**src/rtl/fetch_unit_if.sv**
```systemverilog
// Fetch-side bus: instruction ROM port plus the valid/ready instruction
// channel to decode, with branch redirects returning from downstream.
interface fetch_unit_if #(
  parameter int PC_W    = 10,
  parameter int INSTR_W = 9
);
  logic               imem_rd;
  logic [PC_W-1:0]    imem_addr;
  logic [INSTR_W-1:0] imem_data;
  logic [INSTR_W-1:0] instr;
  logic [2:0]         opcode;
  logic [PC_W-1:0]    instr_pc;
  logic               instr_valid;
  logic               instr_ready;
  logic               branch_taken;
  logic [PC_W-1:0]    branch_target;

  // Handshake: a transfer happens on a rising edge where instr_valid and
  // instr_ready are both high; instr/opcode/instr_pc stay stable while valid
  // is high without ready, and branch_taken/branch_target matter only then.
  modport master (
    output imem_rd, imem_addr, instr, opcode, instr_pc, instr_valid,
    input  imem_data, instr_ready, branch_taken, branch_target
  );

  modport slave (
    input  imem_rd, imem_addr, instr, opcode, instr_pc, instr_valid,
    output imem_data, instr_ready, branch_taken, branch_target
  );
endinterface

```
**src/rtl/fetch_unit.sv**
```systemverilog
// Instruction fetch stage: owns the PC, reads a one-cycle-latency ROM and
// presents each instruction to decode, applying BHS redirects and halting.
module fetch_unit #(
  parameter int                 PC_W       = 10,
  parameter int                 INSTR_W    = 9,
  parameter logic [INSTR_W-1:0] HALT_INSTR = 9'h1FF,
  parameter int                 CNT_W      = 16
) (
  input  logic             clk,
  input  logic             reset_n,
  input  logic             start,
  output logic             done,
  output logic [CNT_W-1:0] instr_count,
  output logic [2:0]       dbg_state,
  fetch_unit_if.master     bus
);

  typedef enum logic [2:0] {
    S_IDLE   = 3'd0,
    S_REQ    = 3'd1,
    S_WAIT   = 3'd2,
    S_VALID  = 3'd3,
    S_HALTED = 3'd4
  } state_e;

  localparam logic [2:0] OP_BHS = 3'b110;

  state_e             state_q, state_d;
  logic [PC_W-1:0]    pc_q, pc_d;
  logic [INSTR_W-1:0] instr_q, instr_d;
  logic [PC_W-1:0]    instr_pc_q, instr_pc_d;
  logic [CNT_W-1:0]   cnt_q, cnt_d;
  logic [2:0]         opcode;
  logic               xfer;

  assign opcode = instr_q[INSTR_W-1 -: 3];
  assign xfer   = (state_q == S_VALID) && bus.instr_ready;

  always_ff @(posedge clk or negedge reset_n) begin
    if (!reset_n) begin
      state_q    <= S_IDLE;
      pc_q       <= '0;
      instr_q    <= '0;
      instr_pc_q <= '0;
      cnt_q      <= '0;
    end else begin
      state_q    <= state_d;
      pc_q       <= pc_d;
      instr_q    <= instr_d;
      instr_pc_q <= instr_pc_d;
      cnt_q      <= cnt_d;
    end
  end

  always_comb begin
    state_d    = state_q;
    pc_d       = pc_q;
    instr_d    = instr_q;
    instr_pc_d = instr_pc_q;
    cnt_d      = cnt_q;
    unique case (state_q)
      S_IDLE, S_HALTED: begin
        if (start) begin
          pc_d    = '0;
          cnt_d   = '0;
          state_d = S_REQ;
        end
      end
      S_REQ: state_d = S_WAIT;
      S_WAIT: begin
        instr_d    = bus.imem_data;
        instr_pc_d = pc_q;
        state_d    = S_VALID;
      end
      S_VALID: begin
        if (xfer) begin
          cnt_d = (cnt_q == '1) ? cnt_q : cnt_q + CNT_W'(1);
          // Halt takes priority, so a BHS-looking halt word never redirects.
          if (instr_q == HALT_INSTR) begin
            state_d = S_HALTED;
          end else begin
            if ((opcode == OP_BHS) && bus.branch_taken) begin
              pc_d = bus.branch_target;
            end else begin
              pc_d = pc_q + PC_W'(1);
            end
            state_d = S_REQ;
          end
        end
      end
      default: state_d = S_IDLE;
    endcase
  end

  assign bus.imem_rd     = (state_q == S_REQ);
  assign bus.imem_addr   = pc_q;
  assign bus.instr       = instr_q;
  assign bus.opcode      = opcode;
  assign bus.instr_pc    = instr_pc_q;
  assign bus.instr_valid = (state_q == S_VALID);
  assign done            = (state_q == S_HALTED);
  assign instr_count     = cnt_q;
  assign dbg_state       = state_q;

endmodule

```
**src/flat_wrapper.sv**
```systemverilog
// flat-port wrapper written by rule: the top's interface ports become plain ports
module fetch_unit_flat 
#(
  parameter int                 PC_W       = 10,
  parameter int                 INSTR_W    = 9,
  parameter logic [INSTR_W-1:0] HALT_INSTR = 9'h1FF,
  parameter int                 CNT_W      = 16
)
  (clk, reset_n, start, done, instr_count, dbg_state, bus_imem_rd, bus_imem_addr, bus_instr, bus_opcode, bus_instr_pc, bus_instr_valid, bus_imem_data, bus_instr_ready, bus_branch_taken, bus_branch_target);
  fetch_unit_if #(.PC_W(PC_W), .INSTR_W(INSTR_W)) bus_i ();
  input  logic clk;
  input  logic reset_n;
  input  logic start;
  output logic done;
  output logic [CNT_W-1:0] instr_count;
  output logic [2:0] dbg_state;
  output wire logic [$bits(bus_i.imem_rd)-1:0] bus_imem_rd;
  output wire logic [$bits(bus_i.imem_addr)-1:0] bus_imem_addr;
  output wire logic [$bits(bus_i.instr)-1:0] bus_instr;
  output wire logic [$bits(bus_i.opcode)-1:0] bus_opcode;
  output wire logic [$bits(bus_i.instr_pc)-1:0] bus_instr_pc;
  output wire logic [$bits(bus_i.instr_valid)-1:0] bus_instr_valid;
  input wire logic [$bits(bus_i.imem_data)-1:0] bus_imem_data;
  input wire logic [$bits(bus_i.instr_ready)-1:0] bus_instr_ready;
  input wire logic [$bits(bus_i.branch_taken)-1:0] bus_branch_taken;
  input wire logic [$bits(bus_i.branch_target)-1:0] bus_branch_target;
  assign bus_imem_rd = bus_i.imem_rd;
  assign bus_imem_addr = bus_i.imem_addr;
  assign bus_instr = bus_i.instr;
  assign bus_opcode = bus_i.opcode;
  assign bus_instr_pc = bus_i.instr_pc;
  assign bus_instr_valid = bus_i.instr_valid;
  assign bus_i.imem_data = bus_imem_data;
  assign bus_i.instr_ready = bus_instr_ready;
  assign bus_i.branch_taken = bus_branch_taken;
  assign bus_i.branch_target = bus_branch_target;
  fetch_unit #(.PC_W(PC_W), .INSTR_W(INSTR_W), .HALT_INSTR(HALT_INSTR), .CNT_W(CNT_W)) u_core (.clk(clk), .reset_n(reset_n), .start(start), .done(done), .instr_count(instr_count), .dbg_state(dbg_state), .bus(bus_i));
endmodule
```
**config.mk**
```make
export PLATFORM = sky130hd
export DESIGN_NAME = fetch_unit_flat
export DESIGN_NICKNAME = d
export VERILOG_FILES = /design/src/rtl/fetch_unit_if.sv /design/src/rtl/fetch_unit.sv /design/src/flat_wrapper.sv
export SDC_FILE = /design/constraint.sdc
export NUM_CORES = 1
export LEC_CHECK = 0
export CORE_MARGIN = 8
export CORE_UTILIZATION = 36
export CTS_CLUSTER_DIAMETER = 60
export DETAILED_ROUTE_END_ITERATION = 10
export GPL_ROUTABILITY_DRIVEN = 0
export REMOVE_ABC_BUFFERS = 1
export SYNTH_ARGS = -nofsm -noshare
export SYNTH_HDL_FRONTEND = slang
export SYNTH_SLANG_ARGS = --single-unit
```
**constraint.sdc**
```tcl
create_clock -name clk -period 2.6 [get_ports clk]
set_input_delay 0.52 -clock clk [delete_from_list [all_inputs] [get_ports clk]]
set_output_delay 0.52 -clock clk [all_outputs]
set_load 0.01 [all_outputs]
```
==> results of run 1 <==
-- final timing paths --
check / startpoint / end
setup / recovery: u_core.dbg_state[2]$_DFFE_PN0P_ / bus_instr_valid
hold reg to reg: u_core.bus.instr_pc[3]$_DFFE_PN0P_ / u_core.bus.instr_pc[3]$_DFFE_PN0P_
setup reg to reg: u_core.instr_count[0]$_DFFE_PN0P_ / u_core.instr_count[4]$_DFFE_PN0P_
hold / removal: reset_n / u_core.bus.instr_pc[4]$_DFFE_PN0P_
max in group asynchronous: reset_n / u_core.bus.imem_addr[8]$_DFFE_PN0P_
min in group clk: u_core.bus.instr_pc[3]$_DFFE_PN0P_ / u_core.bus.instr_pc[3]$_DFFE_PN0P_
-- metrics by stage --
stage,instance area (um2),utilization [%],hold WS (ns)
2_1_floorplan,2361,-,0.2244
3_3_place_gp,3302,49.70,0.4894
3_5_place_dp,3302,49.70,0.4963
4_1_cts,3392,51.05,0.3328
5_1_grt,3392,51.05,0.3484
6_report,3392,51.05,0.3051
-- cell type report --
class	instances	area (um2)	share of cell area [%]
clock buffer	8	90.09	2.656
inverter	12	45.04	1.328
multi-input combinational	174	1122	33.09
sequential	48	1201	35.41
tap	80	100.1	2.951
timing repair buffer	86	833.3	24.57
-- power by group --
group / internal (mW) / switching [mW]
clock: 0.218 / 0.249
sequential: 0.975 / 0.268
combinational: 0.837 / 0.689
total: 2.03 / 1.21
-- cell families (layout without fill, tap and decap cells) --
| group | count (synthesis) | after routing | share of synthesized area [%] |
|---|---|---|---|
| AOI/OAI and AO/OA | 66 | 66 | 16.23 |
| adders and majority gates | 2 | 2 | 1.033 |
| buffers and inverters | 22 | 106 | 4.341 |
| DFF | 48 | 48 | 49.61 |
| muxes | 20 | 20 | 9.251 |
| and+or+nand+nor | 86 | 86 | 19.53 |
-- worst max-delay path: stages, from the launching register on --
cell	delay (ns)
dfrtp_1	0.46
nand3b_1	0.20
inv_1	0.22
clkdlybuf4s50_1	0.59
-- state kept, by name (all words and copies together) (netlist names) --
name,flops
u_core.bus.imem_addr,10
u_core.instr_count,16
u_core.bus.instr,9
u_core.bus.instr_pc,10
u_core.dbg_state,3
-- cell usage after synthesis (all sizes together), types with 4 or more instances --
library cell	instances	area (um2)
o31ai	8	60.06
nor3	9	45.04
a21oi	21	105.1
nor2	10	40.04
nand3	11	55.05
nand4	7	43.79
or4	4	30.03
dfrtp	48	1201
a21o	4	30.03
or2	4	25.03
inv	12	45.04
mux2	19	214.0
buf	7	48.79
a31oi	5	31.28
nand2	20	75.07
o22ai	7	50.05
o21ai	17	85.08
-- layer usage --
| metal | routed length [um] | GRT usage [%] |
|---|---|---|
| met3 | 398 | 4.339 |
| met2 | 3166 | 23.23 |
| met1 | 3132 | 18.23 |
| met5 | 0 | 0 |
| met4 | 121 | 5.156 |
==> summary.txt, run 1 <==
Layout
  • Layout cell share with drive strength beyond 1: 13.41%
  • Fill count: 623
  • Diode count: 0
  • Commonest cells after routing, fill and taps aside: clkdlybuf4s50_1 (76), dfrtp_1 (48), a21oi_1 (21), nand2_1 (20), mux2_2 (19)
  • Final Non-Filler Cells: 408
  • Area Growth Syn to Fin: 40.10%
  • Nets: 353
  • Most common cell after layout, fill and taps aside: clkdlybuf4s50_1

Detailed routing
  • Wire per inst: 16.71 um
  • Drt total wl: 6.817 mm
  • DRC Markers: 0
  • Vias per cell: 5.392
  • Initial drt markers: 86
  • Vias: 2,200
  • Antenna Nets Post-Route: 0
  • DRT Pass-1 Iters: 4

Logic synthesis
  • Synth Instances: 244
  • Synth Register Bits: 48
  • Post-synth EDFFs: 0
  • Top_reg_cell synth: dfrtp_1
  • Unique masters post-synth: 39
  • Synthesis Warnings: 0
  • Synth Cell Area: 2421 um2
  • Ys async rst share: 100.0%
  • Sequential fraction of the synthesis area: 49.61%
  • Post-synthesis average cell area: 9.922 um2

Worst setup path
  • FF-to-FF setup slack: 0.47 ns
  • Data arrival, critical path: 1.77 ns
  • Critical Path Sink Type: output port
  • Worst EP required: 2.08 ns
  • Crit path max fanout: 7
  • FF-to-FF path depth: 7
  • Startpoint types: flop
  • Critical path class: flop to output port

Power
  • Worst VDD drop: 0.0004505 V
  • P_leak: 1.398 nW
  • Pwr dens: 953.9 nW/um2
  • Tot Pwr: 3.236 mW

Floorplan
  • Die width: 98.01 um
  • # rows: 30
  • Die H: 98.01 um
  • Core footprint: 6644 um2
  • Number of I/O pins: 78
  • Starting Density: 36.44%
  • Die area: 9605 um2

Timing
  • Slew Limit Headroom: 58.29%
  • Slew @ Worst Pin: 0.6256 ns
  • Final setup viols: 0
  • Final worst path period share: 88.19%
  • Final count of hold timing violations: 0
  • Final Skew: 0.005882 ns
  • RSZ-0062 raised after global routing: false
  • Setup TNS: 0 ns
  • Final Max Slew Viols: 0
  • Final WS setup: 0.3070 ns
  • Fmax achieved: 436.1 MHz
  • Minimum clock period: 2.293 ns

Global route
  • Largest net degree at the start of global routing: 49
  • Antenna violations before repair: 0
  • Number of global-route vias before repair: 2,233
  • Global route overflow: 0
  • Global-route wire length before repair: 11.42 mm
  • Tot GR Track Use: 14.58%

Clock network
  • Clk root buf: clkbuf_8
  • H-tree depth: 2
  • Post-CTS Resized: 0
  • Clock slew at reported path FFs: 0.09 ns
  • CTS tree: yes
  • Clock Sinks: 48
  • Clk buf depth: 2
  • CTS buffer count: 5
  • Hold_buf cts: 0
  • Setup bufs post-CTS: 0
  • Skew-Pair Late Insertion Delay: 0.30 ns

Min path
  • HP Class: primary input to async pin

Run status
  • Status: completed

Place
  • I/O Buffers: 77
  • Worst slack, placed: 0.2933 ns
  • HPWL Detailed: 5.071 mm
  • Placed Cells incl. Taps: 400

Flow run
  • Max cap viols: 0
(Power assumes the default switching activity.)
==> inputs of run 2 (changes only) <==
--- a/config.mk
+++ b/config.mk
@@ -11,6 +11,7 @@
 export DETAILED_ROUTE_END_ITERATION = 10
 export GPL_ROUTABILITY_DRIVEN = 0
 export REMOVE_ABC_BUFFERS = 1
+export SETUP_SLACK_MARGIN = 0.2
 export SYNTH_ARGS = -nofsm -noshare
 export SYNTH_HDL_FRONTEND = slang
 export SYNTH_SLANG_ARGS = --single-unit
==> run 2 against run 1 <==
Worst hold slack about the same. Flip-flop and latch count is the same. Setup slack stayed put. Cell count is the same. First-iteration DRC count stayed put. Global-route usage is the same. Design area is essentially flat. Clock-buffer cell count is the same. Routed wire length stayed put. Critical path depth unchanged. Clock power hardly changed. Sequential share of layout area barely moved. Critical path type unchanged.
==> summary.txt, run 2 (synthesis results as in run 1) <==
Worst setup path
  • FF-to-FF setup slack: 0.47 ns
  • Crit-path leading delay family: buffers and inverters
  • Bufs and invs on worst path: 2
  • Data arrival, critical path: 1.77 ns
  • Worst EP required: 2.08 ns
  • CP max stage delay: 0.59 ns
  • Critical path class: flop to output port
  • Startpoint types: flop
  • FF-to-FF path depth: 7
  • Critical Path Sink Type: output port
  • Worst R2R End: u_core.instr_count[4]$_DFFE_PN0P_
  • R2R Path Start: u_core.instr_count[0]$_DFFE_PN0P_
  • Crit path max fanout: 7
  • Worst path cell trace: nand3b_1 > inv_1 > clkdlybuf4s50_1
  • Cell with the largest stage delay on the worst path: clkdlybuf4s50_1

Layout
  • Most common cell after layout, fill and taps aside: clkdlybuf4s50_1
  • Layout cell share with drive strength beyond 1: 13.72%
  • Area Growth Syn to Fin: 40.15%
  • Fill count: 622
  • Final Non-Filler Cells: 408
  • Largest register FFs: 16
  • Commonest cells after routing, fill and taps aside: clkdlybuf4s50_1 (76), dfrtp_1 (47), a21oi_1 (21), nand2_1 (20), mux2_2 (19)
  • Diode count: 0
  • Fin area: 3393 um2
  • Nets: 353
  • Util after Layout: 51.07%

Place
  • Placed Cells incl. Taps: 400
  • I/O Buffers: 77
  • Placed cell areas: 3302 um2
  • HPWL Detailed: 5.071 mm

Timing
  • Fmax achieved: 436.1 MHz
  • Final setup viols: 0
  • Final worst path period share: 88.19%
  • Slew @ Worst Pin: 0.6256 ns
  • Slew Limit Headroom: 58.29%
  • Final Max Slew Viols: 0
  • Final Skew: 0.005882 ns
  • RSZ-0062 raised after global routing: true
  • Final count of hold timing violations: 0
  • Minimum clock period: 2.293 ns

Clock network
  • Skew-Pair Late Insertion Delay: 0.30 ns
  • CTS tree: yes
  • Clock slew at reported path FFs: 0.09 ns
  • Clock Sinks: 48
  • H-tree depth: 2
  • Clk root buf: clkbuf_8
  • Hold_buf cts: 0
  • CTS buffer count: 5
  • Clk buf depth: 2

Detailed routing
  • DRT Pass-1 Iters: 4
  • Antenna Nets Post-Route: 0
  • Initial drt markers: 86
  • DRC Markers: 0
  • Drt total wl: 6.817 mm
  • Wire per inst: 16.71 um
  • Vias: 2,200
  • Vias per cell: 5.392

Global route
  • Antenna violations before repair: 0
  • Largest net degree at the start of global routing: 49
  • Global route overflow: 0
  • Tot GR Track Use: 14.58%
  • Number of global-route vias before repair: 2,233
  • Global-route wire length before repair: 11.42 mm

Power
  • Tot Pwr: 3.237 mW
  • P_leak: 1.397 nW
  • Worst VDD drop: 0.0004505 V
  • Pwr dens: 954.0 nW/um2

Run status
  • Status: completed

Min path
  • HP Class: primary input to async pin

Floorplan
  • Die width: 98.01 um
  • Core footprint: 6644 um2
  • Number of I/O pins: 78
  • Die H: 98.01 um
  • # rows: 30
  • Starting Density: 36.44%
  • Die area: 9605 um2

Flow run
  • Max cap viols: 0
[run 2: cell count changes in the layout (fill, tap and decap cells not counted)]
cell,change
dfrtp_1,-1
dfrtp_2,+1
[run 2: repair_timing]
action | CTS | global route
resized for setup | 0 | 1
buffers inserted | 0 | 0
endpoints found under the setup margin | 0 | 2
[run 2: final cells by class]
cell class                      count  area (um2)  share of cell area, %
Multi-Input combinational cell    174        1122                  33.08
Timing Repair Buffer               86       833.3                  24.56
Inverter                           12       45.04                  1.327
Clock buffer                        8       90.09                  2.655
Sequential cell                    48        1202                  35.44
Tap cell                           80       100.1                  2.950
[run 2: worst max path at each step]
| stage | depth (start not counted) | startpoint | slack, ns | to |
|---|---|---|---|---|
| floorplan | 5 | u_core.bus.instr[8]$_DFFE_PN0P_ | -0.0002 | u_core.bus.imem_addr[4]$_DFFE_PN0P_ |
| global placement | 6 | bus_instr_ready | 0.32 | u_core.instr_count[13]$_DFFE_PN0P_ |
| detailed placement | 6 | start | 0.29 | u_core.instr_count[13]$_DFFE_PN0P_ |
| CTS | 3 | u_core.dbg_state[2]$_DFFE_PN0P_ | 0.30 | bus_instr_valid |
| global route | 4 | u_core.dbg_state[1]$_DFFE_PN0P_ | 0.19 | done |
| finish | 3 | u_core.dbg_state[2]$_DFFE_PN0P_ | 0.31 | bus_instr_valid |
[run 2: metal layers]
metal	vias up	GRT usage, %	share of wire, %
li1	1071	-	-
met1	1055	18.23	46
met2	64	23.23	46
met3	10	4.339	5.8
met4	0	5.156	1.8
met5	-	0	0
[run 2: power by group]
group	internal [mW]	leakage, nW	switching (mW)
clock	0.218	0.0455	0.249
sequential	0.977	0.630	0.268
combinational	0.837	0.722	0.689
total	2.03	1.40	1.21
[run 2: per-stage QoR]
stage / TNS [ns] / worst slack, ns / hold WS [ns]
after floorplan: -0.0007381 / -0.0002460 / 0.2244
after global placement: 0 / 0.3161 / 0.4894
after detailed placement: 0 / 0.2933 / 0.4963
after CTS: 0 / 0.2987 / 0.3328
after global routing: 0 / 0.1939 / 0.3484
final: 0 / 0.3070 / 0.3051
[run 2: worst reg2reg max path, delay by kind of cell (launching register included)]
kind	cells	cell delay (ns)
adder cells (fa/ha/maj)	1	0.23
AND/OR/NAND/NOR	2	0.68
buffers and inverters	1	0.21
flip-flops	1	0.43
AO/OA/AOI/OAI	3	0.49
==> RTL change: new RTL, flow settings as in run 2 <==
`CNT_W` is set to 16 in 2 places; all go to 18.
--- a/src/rtl/fetch_unit.sv
+++ b/src/rtl/fetch_unit.sv
@@ -5,5 +5,5 @@
   parameter int                 INSTR_W    = 9,
   parameter logic [INSTR_W-1:0] HALT_INSTR = 9'h1FF,
-  parameter int                 CNT_W      = 16
+  parameter int                 CNT_W      = 18
 ) (
   input  logic             clk,
--- a/src/flat_wrapper.sv
+++ b/src/flat_wrapper.sv
@@ -5,5 +5,5 @@
   parameter int                 INSTR_W    = 9,
   parameter logic [INSTR_W-1:0] HALT_INSTR = 9'h1FF,
-  parameter int                 CNT_W      = 16
+  parameter int                 CNT_W      = 18
 )
   (clk, reset_n, start, done, instr_count, dbg_state, bus_imem_rd, bus_imem_addr, bus_instr, bus_opcode, bus_instr_pc, bus_instr_valid, bus_imem_data, bus_instr_ready, bus_branch_taken, bus_branch_target);
Interface: changed (resized instr_count); port bits go from 78 to 80. No check against the original RTL was run, so the function may have changed too.
==> RTL change against run 2 <==
  * First-iteration DRC count up 100%
  * Cell area up 4.7%
  * Via count up 4.6%
  * Sequential cell count up 2
  * Non-clock buffer count up 4
  * Wire length up 4.1%
  * Setup slack worse by 0.062 ns
  * Combinational power up 5%
  * Clock skew down 0.00073 ns
  * Synthesized area up 4.0%
  * Power up 3.3%
  * Utilization up 1.2 points
  * Critical path depth up 1
  * Highest routed layer unchanged
==> RTL change: results (changes against run 2) <==
Worst Skew -> 0.00515 ns (-0.000734 ns)
IO buf count -> 79 (+2.6%)
CTS Root Cell -> clkbuf_8
Metal3 WL -> 462 µm (+16%)
Post-synth top cells -> dfrtp_1, a21oi_1, nand2_1
Post-synth top flop -> dfrtp_1
Synth area leaders -> dfrtp_1, mux2_2, a21oi_1
Clock transition at path regs -> 0.09 ns (about the same)
CTS max path bufs -> 2 (unchanged)
Uppermost routed layer -> met4
Crit-path max FO -> 3 (-4)
Max-Cap Viols -> 0 (unchanged)
Clk_lat worst skew -> 0.30 ns (about the same)
Peak VDD IR -> 0.000548 V (+22%)
Final #Nets -> 366 (+3.7%)
R2R depth -> 7 (unchanged)
Slew @ Worst Pin -> 0.770 ns (+0.145 ns)
Largest net degree at the start of global routing -> 27 (-45%)
ANT cells -> 0 (unchanged)
Synthesized instance count -> 256 (+4.9%)
Max reg flops -> 18 (+2)
First-pass GRT wire length -> 12.0 mm (+5.5%)
Detailed-route via count -> 2301 (+4.6%)
Worst slack, placed -> 0.202 ns (-0.0916 ns)
Dpl hpwl -> 5.16 mm (+1.8%)
Yosys warnings -> 0 (unchanged)
H-tree levels -> 2 (unchanged)
Initial antenna violation count -> 0 (unchanged)
Cell variety after synth -> 42 (+7.7%)
Vias in the first global route -> 2378 (+6.5%)
Sequential share of the synthesized area -> 49.7% (+0.065 points)
Cell family with most CP delay -> buffers and inverters
Post-Route WL -> 7.10 mm (+4.1%)
Max incr delay on CP -> 0.55 ns (-0.04 ns)
Met1 Wirelength -> 3.25 mm (+3.8%)
Ys async rst share -> 100% (unchanged)
Per-cell routed wire length -> 16.2 µm (-2.8%)
Status -> completed
Post-Place Cells -> 428 (+7.0%)
Total track usage -> 14.8% (+0.24 points)
TritonCTS Buffers -> 5 (unchanged)
DR iter-0 viols -> 175 (+100%)
Placed Area -> 3450 µm² (+4.4%)
Layout cells sized above 1 -> 14.1% (+0.36 points)
Static leakage -> 1.43 nW (+2.2%)
Worst Path Arrival -> 1.83 ns (+0.06 ns)
Met2 WL -> 3.30 mm (+4.1%)
## RTL change: per-layer routing
| layer | track usage (%) | vias to the layer above |
|---|---|---|
| met5 | 0 | - |
| met4 | 4.54 | 0 |
| met3 | 4.40 | 7 |
| met2 | 22.8 | 53 |
| met1 | 19.5 | 1118 |
| li1 | - | 1123 |
## RTL change: path summary, 6_finish.rpt
| kind | end | slack, ns | startpoint |
|---|---|---|---|
| worst max register to register | u_core.instr_count[13]$_DFFE_PN0P_ | 0.42 | u_core.instr_count[1]$_DFFE_PN0P_ |
| worst max-delay path | bus_instr_valid | 0.25 | u_core.dbg_state[2]$_DFFE_PN0P_ |
| worst min register to register | u_core.bus.instr_pc[7]$_DFFE_PN0P_ | 0.51 | u_core.bus.instr_pc[7]$_DFFE_PN0P_ |
| min in group clk | u_core.bus.instr_pc[7]$_DFFE_PN0P_ | 0.51 | u_core.bus.instr_pc[7]$_DFFE_PN0P_ |
| worst min-delay path | u_core.instr_count[0]$_DFFE_PN0P_ | 0.22 | reset_n |
| max in group asynchronous | u_core.dbg_state[1]$_DFFE_PN0P_ | 1.81 | reset_n |
## RTL change: power breakdown
group	internal (mW)	switching (mW)	total [mW]
Sequential	1.01	0.261	1.27
Clock	0.215	0.253	0.468
Combinational	0.869	0.741	1.61
## RTL change: logic make-up (layout without fill, tap and decap cells)
logic type | count (synthesis) | in the layout | share of synthesized area, %
adders and majority gates | 2 | 2 | 0.993
AOI/OAI and AO/OA | 75 | 75 | 18.7
and+or+nand+nor | 85 | 85 | 17.3
buffers and inverters | 24 | 109 | 4.47
muxes | 20 | 20 | 8.89
DFF | 50 | 50 | 49.7
## RTL change: what timing repair did
action	in CTS	in global routing
setup buffers	1	0
resized for setup	0	3
endpoints found under the setup margin	1	9
## RTL change: cell type report
| type | instances | area, µm² |
|---|---|---|
| clock inverters | 1 | 5.00 |
| fillers | 656 | 3240 |
| inverters | 11 | 41.3 |
| well taps | 96 | 120 |
| multi-input cells | 182 | 1160 |
| clock buffers | 7 | 86.3 |
| repair buffers | 90 | 881 |
| flip-flops and latches | 50 | 1250 |
## RTL change: worst register-to-register path, stage by stage, from the launching register on
cell	delay, ns
dfrtp_1	0.45
ha_1	0.26
nand4_1	0.18
or3_4	0.49
o31ai_4	0.22
buf_4	0.25
nor3_1	0.08
a21o_1	0.15
